<file path="src/rtl/stall_pipe_pkg.sv">
// Shared constants and pipeline record layouts for the stall_pipe_sched block.
//   W_DEF    : default operand/result width
//   IDW_MAX  : id width covering the largest supported requester count (8)
//   s1_rec_t : stage-1 record {r1, r2, r3, r4, id, v} at default width
//   s2_rec_t : stage-2 record {d1, d2, id, v} at default width
// The top module re-declares these records locally so that the field widths
// follow its W/IDW parameters; the layouts here are the reference shape.
package stall_pipe_pkg;

    localparam int W_DEF   = 16;
    localparam int IDW_MAX = 3;

    typedef struct packed {
        logic [W_DEF-1:0]   r1;
        logic [W_DEF-1:0]   r2;
        logic [W_DEF-1:0]   r3;
        logic [W_DEF-1:0]   r4;
        logic [IDW_MAX-1:0] id;
        logic               v;
    } s1_rec_t;

    typedef struct packed {
        logic [W_DEF-1:0]   d1;
        logic [W_DEF-1:0]   d2;
        logic [IDW_MAX-1:0] id;
        logic               v;
    } s2_rec_t;

endpackage

</file>
<file path="src/rtl/stall_pipe_sched_rr_arb.sv">
// Combinational round-robin arbiter.
//   req   : request vector, one bit per requester
//   ptr   : index of the requester holding top priority this cycle
//   grant : one-hot (or zero) winner, first set req bit at or above ptr
//           scanning upward with wrap-around
// The pointer register lives in the parent so that it can be frozen by stall.
module rr_arb #(
    parameter int NREQ = 2,
    parameter int IDW  = (NREQ > 1) ? $clog2(NREQ) : 1
) (
    input  logic [NREQ-1:0] req,
    input  logic [IDW-1:0]  ptr,
    output logic [NREQ-1:0] grant
);

    logic           found;
    logic [IDW-1:0] idx;

    always_comb begin
        grant = '0;
        found = 1'b0;
        idx   = '0;
        for (int k = 0; k < NREQ; k++) begin
            idx = IDW'((int'(ptr) + k) % NREQ);
            if (!found && req[idx]) begin
                grant[idx] = 1'b1;
                found      = 1'b1;
            end
        end
    end

endmodule

</file>
<file path="src/rtl/stall_pipe_sched.sv">
// Round-robin scheduler feeding a shared two-stage sum pipeline.
//   clk, rst_n        : clock and synchronous active-low reset
//   req_valid/ready   : per-requester handshake
//   req_a/b/c         : packed operands, requester i at [i*W +: W]
//   out_valid/ready   : result handshake toward the single consumer
//   out_id            : requester id of the result
//   out_sum, out_chk  : (a+b)+c and (a+c)+b, both modulo 2^W
//   stall             : whole pipeline (both stages and rr pointer) frozen
//   busy              : either stage holds a valid item
module stall_pipe_sched
    import stall_pipe_pkg::*;
#(
    parameter int NREQ = 2,
    parameter int W    = W_DEF,
    parameter int IDW  = (NREQ > 1) ? $clog2(NREQ) : 1
) (
    input  logic              clk,
    input  logic              rst_n,
    input  logic [NREQ-1:0]   req_valid,
    output logic [NREQ-1:0]   req_ready,
    input  logic [NREQ*W-1:0] req_a,
    input  logic [NREQ*W-1:0] req_b,
    input  logic [NREQ*W-1:0] req_c,
    output logic              out_valid,
    input  logic              out_ready,
    output logic [IDW-1:0]    out_id,
    output logic [W-1:0]      out_sum,
    output logic [W-1:0]      out_chk,
    output logic              stall,
    output logic              busy
);

    localparam logic [IDW-1:0] LAST_ID = IDW'(NREQ - 1);

    typedef struct packed {
        logic [W-1:0]   r1;
        logic [W-1:0]   r2;
        logic [W-1:0]   r3;
        logic [W-1:0]   r4;
        logic [IDW-1:0] id;
        logic           v;
    } s1_t;

    typedef struct packed {
        logic [W-1:0]   d1;
        logic [W-1:0]   d2;
        logic [IDW-1:0] id;
        logic           v;
    } s2_t;

    s1_t            s1_q, s1_d;
    s2_t            s2_q, s2_d;
    logic [IDW-1:0] rr_ptr_q, rr_ptr_d;

    logic [NREQ-1:0] grant;
    logic [IDW-1:0]  win_id;
    logic [W-1:0]    a_sel, b_sel, c_sel;
    logic            stall_w;
    logic            accept;

    rr_arb #(
        .NREQ (NREQ),
        .IDW  (IDW)
    ) u_arb (
        .req   (req_valid),
        .ptr   (rr_ptr_q),
        .grant (grant)
    );

    // grant is one-hot, so the OR-style mux picks exactly the winner.
    always_comb begin
        win_id = '0;
        a_sel  = '0;
        b_sel  = '0;
        c_sel  = '0;
        for (int i = 0; i < NREQ; i++) begin
            if (grant[i]) begin
                win_id = IDW'(i);
                a_sel  = req_a[i*W +: W];
                b_sel  = req_b[i*W +: W];
                c_sel  = req_c[i*W +: W];
            end
        end
    end

    // Simple global freeze: a full stage 2 that cannot drain holds everything,
    // even when stage 1 is empty.
    assign stall_w   = s2_q.v && !out_ready;
    assign accept    = !stall_w && (|grant);
    assign req_ready = grant & {NREQ{!stall_w && rst_n}};

    always_comb begin
        s1_d     = s1_q;
        s2_d     = s2_q;
        rr_ptr_d = rr_ptr_q;
        if (!stall_w) begin
            s2_d.d1 = s1_q.r1 + s1_q.r2;
            s2_d.d2 = s1_q.r3 + s1_q.r4;
            s2_d.id = s1_q.id;
            s2_d.v  = s1_q.v;
            if (accept) begin
                s1_d.r1  = a_sel + b_sel;
                s1_d.r2  = c_sel;
                s1_d.r3  = a_sel + c_sel;
                s1_d.r4  = b_sel;
                s1_d.id  = win_id;
                s1_d.v   = 1'b1;
                rr_ptr_d = (win_id == LAST_ID) ? '0 : win_id + 1'b1;
            end else begin
                // Bubble: operand registers keep their old contents.
                s1_d.v = 1'b0;
            end
        end
    end

    always_ff @(posedge clk) begin
        if (!rst_n) begin
            s1_q     <= '0;
            s2_q     <= '0;
            rr_ptr_q <= '0;
        end else begin
            s1_q     <= s1_d;
            s2_q     <= s2_d;
            rr_ptr_q <= rr_ptr_d;
        end
    end

    assign out_valid = s2_q.v;
    assign out_sum   = s2_q.d1;
    assign out_chk   = s2_q.d2;
    assign out_id    = s2_q.id;
    assign stall     = stall_w;
    assign busy      = s1_q.v || s2_q.v;

    // The two datapaths must agree in every stage that carries valid data.
    logic [W-1:0] s1_lhs, s1_rhs;
    assign s1_lhs = s1_q.r1 + s1_q.r2;
    assign s1_rhs = s1_q.r3 + s1_q.r4;

    a_out_match: assert property (@(posedge clk) disable iff (!rst_n)
        out_valid |-> (out_sum == out_chk));

    a_s1_match: assert property (@(posedge clk) disable iff (!rst_n)
        s1_q.v |-> (s1_lhs == s1_rhs));

    a_grant_onehot: assert property (@(posedge clk) disable iff (!rst_n)
        $onehot0(grant));

    a_stall_no_ready: assert property (@(posedge clk) disable iff (!rst_n)
        stall_w |-> (req_ready == '0));

    a_out_hold: assert property (@(posedge clk) disable iff (!rst_n)
        (out_valid && !out_ready) |=>
            (out_valid && $stable(out_sum) && $stable(out_id)));

endmodule

</file>
<file path="config.mk">
export PLATFORM = sky130hd
export DESIGN_NAME = stall_pipe_sched
export DESIGN_NICKNAME = d
export VERILOG_FILES = /design/src/rtl/stall_pipe_pkg.sv /design/src/rtl/stall_pipe_sched_rr_arb.sv /design/src/rtl/stall_pipe_sched.sv
export SDC_FILE = /design/constraint.sdc
export NUM_CORES = 1
export LEC_CHECK = 0
export ABC_AREA = 0
export CORE_MARGIN = 5
export CORE_UTILIZATION = 50
export DETAILED_ROUTE_END_ITERATION = 12
export HOLD_SLACK_MARGIN = 0.05
export PLACE_DENSITY = 0.77
export SLEW_MARGIN = 20
export SYNTH_ARGS = -nofsm -noshare
export SYNTH_HDL_FRONTEND = slang
export SYNTH_SLANG_ARGS = --single-unit
export TNS_END_PERCENT = 1
</file>
<file path="constraint.sdc">
create_clock -name clk -period 5.4 [get_ports clk]
set_clock_uncertainty 0.2 [all_clocks]
set_input_delay 1.08 -clock clk [delete_from_list [all_inputs] [get_ports clk]]
set_output_delay 1.08 -clock clk [all_outputs]
set_load 0.03 [all_outputs]
</file>
==> impl_metrics.yaml <==
status:
  status: "completed"
clock_network:
  clk_pin_slew_worst_paths_ns: 0.07
  ctsLongestPathBuffers: 2
  cts-buffers-inserted: 9
  postCtsSetupBuffers: 0
  cts_tree: "yes"
  post_cts_resized: 0
  clock_latency_ns: 0.35
  hold_buffers: 0
  cts_root_buffer: "clkbuf_16"
  cts_num_sinks: 101
  cts_htree_levels: 3
timing:
  tightest_slew_ns: 0.843
  drv_slew: 0
  finalSetupTns_ns: 0
  slew_headroom: 0.437
  grt_setup_unrepaired: "false"
  setup_viol: 0
  layout_min_cycle_time_ns: 4.56
  finalHoldViolations: 0
  fin_crit_sh: 0.845
  max_freq_mhz: 219
global_route:
  top_usage_layer: "met1"
  grt_max_degree: 64
  met1_usage: 0.353
  met2_usage: 0.339
  grt_pass1_wl_um: 30900
  use_met3: 0.0363
  grt_pass1_vias: 6254
  gr-total-overflow: 0
  grtUsageTotal: 0.231
  grt_antenna_before_repair: 0
synth:
  syn_area_per_cell_sq_um: 7.69
  syn_nets: 1060
  synth_top_cell_area_share: 0.291
  synth_edf_count: 0
  netlist_instances: 903
  synth_cell_types: 68
  yosys.area.top_type: "dfxtp_1"
  seq_area_frac_synth: 0.291
  ys_seq_elements: 101
  synthFlopType: "dfxtp_1"
  syn_area_sq_um: 6940
  async_flop_share: 0
  synth.area.top_cells: "dfxtp_1, ha_1, nand2_1, a21oi_1, nor2_1"
  yosys_warnings: 0
routing:
  drc: 0
  viasPerCell: 5.75
  ant_nets: 0
  wl_um: 19000
  vias: 6899
  drt_iter0_drc: 514
  wire_per_inst_um: 15.8
  drtPass1Iterations: 5
critical_path:
  r2r_setup_slack_ns: 1.59
  r2r_cells: 13
  start_kind: "primary input"
  path_class: "primary input to flip-flop"
  cp.arrival_ns: 4.63
  end_kind: "flip-flop"
  cp_max_fo: 23
  crit_path_end: "s1_q[33]"
  rr_startpoint: "rr_ptr_q"
  cp-startpoint: "req_valid[0]"
  crit_required_ns: 5.47
  reg2reg_to: "s1_q[33]"
floorplan:
  fp.dieH_um: 128
  die_x_um: 128
  io-pin-count: 139
  die_area_sq_um: 16300
  rows: 43
  start_util: 0.504
  core_area_sq_um: 13800
place:
  place.gp.congestion: 0.841
  portBuffers: 138
  dp_hpwl_um: 14600
finish:
  mostFrequentLayoutCells: "nand2_1, clkdlybuf4s50_1, a21oi_1, dfxtp_1, nor2_1"
  area_growth_pct: 26.5
  final_common_cell: "nand2_1"
  layout-drive-gt1-share: 0.0422
  nets: 1172
  nFillCells: 1242
  num_antenna_cells: 0
power_and_ir_drop:
  p_leak_nw: 3.66
  vdd_drop_max_mv: 0.192
  power.density_nw_per_um2: 286
  p_total_w: 0.00251
min_path:
  hp-class: "flip-flop to flip-flop"
  holdPathStages: 2
job:
  max_cap_viol_count: 0
worst max-delay path: stages:
cell and delay, ns:
clkdlybuf4s50_1 0.55, nand2b_4 0.30, and2_1 0.37, a22o_1 0.22
ha_1 0.18, inv_1 0.05, maj3_1 0.33, a21boi_1 0.22
o311a_1 0.25, a22o_1 0.26, a41oi_2 0.17, a21oi_1 0.26
o2111ai_1 0.15, a41oi_2 0.23
cell usage after synthesis, drive strengths merged (16+ instances only):
cell	number
nand3	18
dfxtp	101
a21oi	101
nand2	155
a22o	29
xnor2	25
nor2b	16
nor3	19
ha	54
inv	29
a211oi	24
clkbuf	33
nor2	69
buf	16
o21ai	29
area by class of cell:
| cell class | count | area [sq um] | area share |
|---|---|---|---|
| Timing Repair Buffer | 150 | 1470 | 0.167 |
| Sequential cell | 101 | 2020 | 0.230 |
| Inverter | 29 | 110 | 0.0125 |
| Clock buffer | 11 | 233 | 0.0265 |
| Clock inverter | 4 | 97.6 | 0.0111 |
| Multi-Input combinational cell | 724 | 4620 | 0.527 |
| Tap cell | 180 | 225 | 0.0257 |
registers in the layout, summed over array words and instances, names as in the netlist:
signal,cells
s1_q,66
out_chk,16
out_sum,16
out_id,1
out_valid,1
rr_ptr_q,1
metal layers:
layer / vias to the layer above / routed length, um
li1: 3497 / -
met1: 3158 / 9370
met2: 233 / 7950
met3: 11 / 1450
met4: 0 / 177
met5: - / 0
logic make-up (layout without fill, tap and decap cells):
group           Yosys count  count (layout)  synth area share
xor+xnor                 40              40            0.0505
mux                       3               3           0.00433
simple gates            328             328             0.212
fa+ha+maj                57              57             0.105
flops                   101             101             0.291
buf+inv                  78             194            0.0467
compound gates          296             296             0.291
worst min path at each step:
stage                      startpoint     endpoint  slack, ns
final                      out_chk[5]   out_chk[5]       0.25
after global routing      out_chk[10]  out_chk[10]       0.28
after CTS                  out_chk[5]   out_chk[5]       0.25
after detailed placement   out_chk[5]   out_chk[5]       0.25
after global placement     out_sum[0]   out_sum[0]       0.24
after floorplan               s1_q[1]       out_id       0.23
through the flow:
| stage | cell area (sq um) | hold WS, ns | utilization | setup slack [ns] | std cells |
|---|---|---|---|---|---|
| after detailed placement | 8450 | 0.246 | 0.613 | 0.488 | 1184 |
| after floorplan | 6940 | 0.233 | - | 0.861 | 903 |
| after CTS | 8780 | 0.253 | 0.637 | 0.859 | 1199 |
| after global routing | 8780 | 0.278 | 0.637 | 0.607 | 1199 |
| final | 8780 | 0.248 | 0.637 | 0.837 | 1199 |
| after global placement | 8450 | 0.238 | 0.613 | 0.578 | 1184 |
report_power, final:
| group | total [W] | internal (W) | switching, W | leakage [nW] |
|---|---|---|---|---|
| Clock | 0.000728 | 0.000451 | 0.000277 | 0.156 |
| Combinational | 0.000892 | 0.000396 | 0.000497 | 2.67 |
| Sequential | 0.000893 | 0.000837 | 0.0000561 | 0.834 |
| Total | 0.00251 | 0.00168 | 0.000830 | 3.66 |
(Power assumes the default switching activity.)
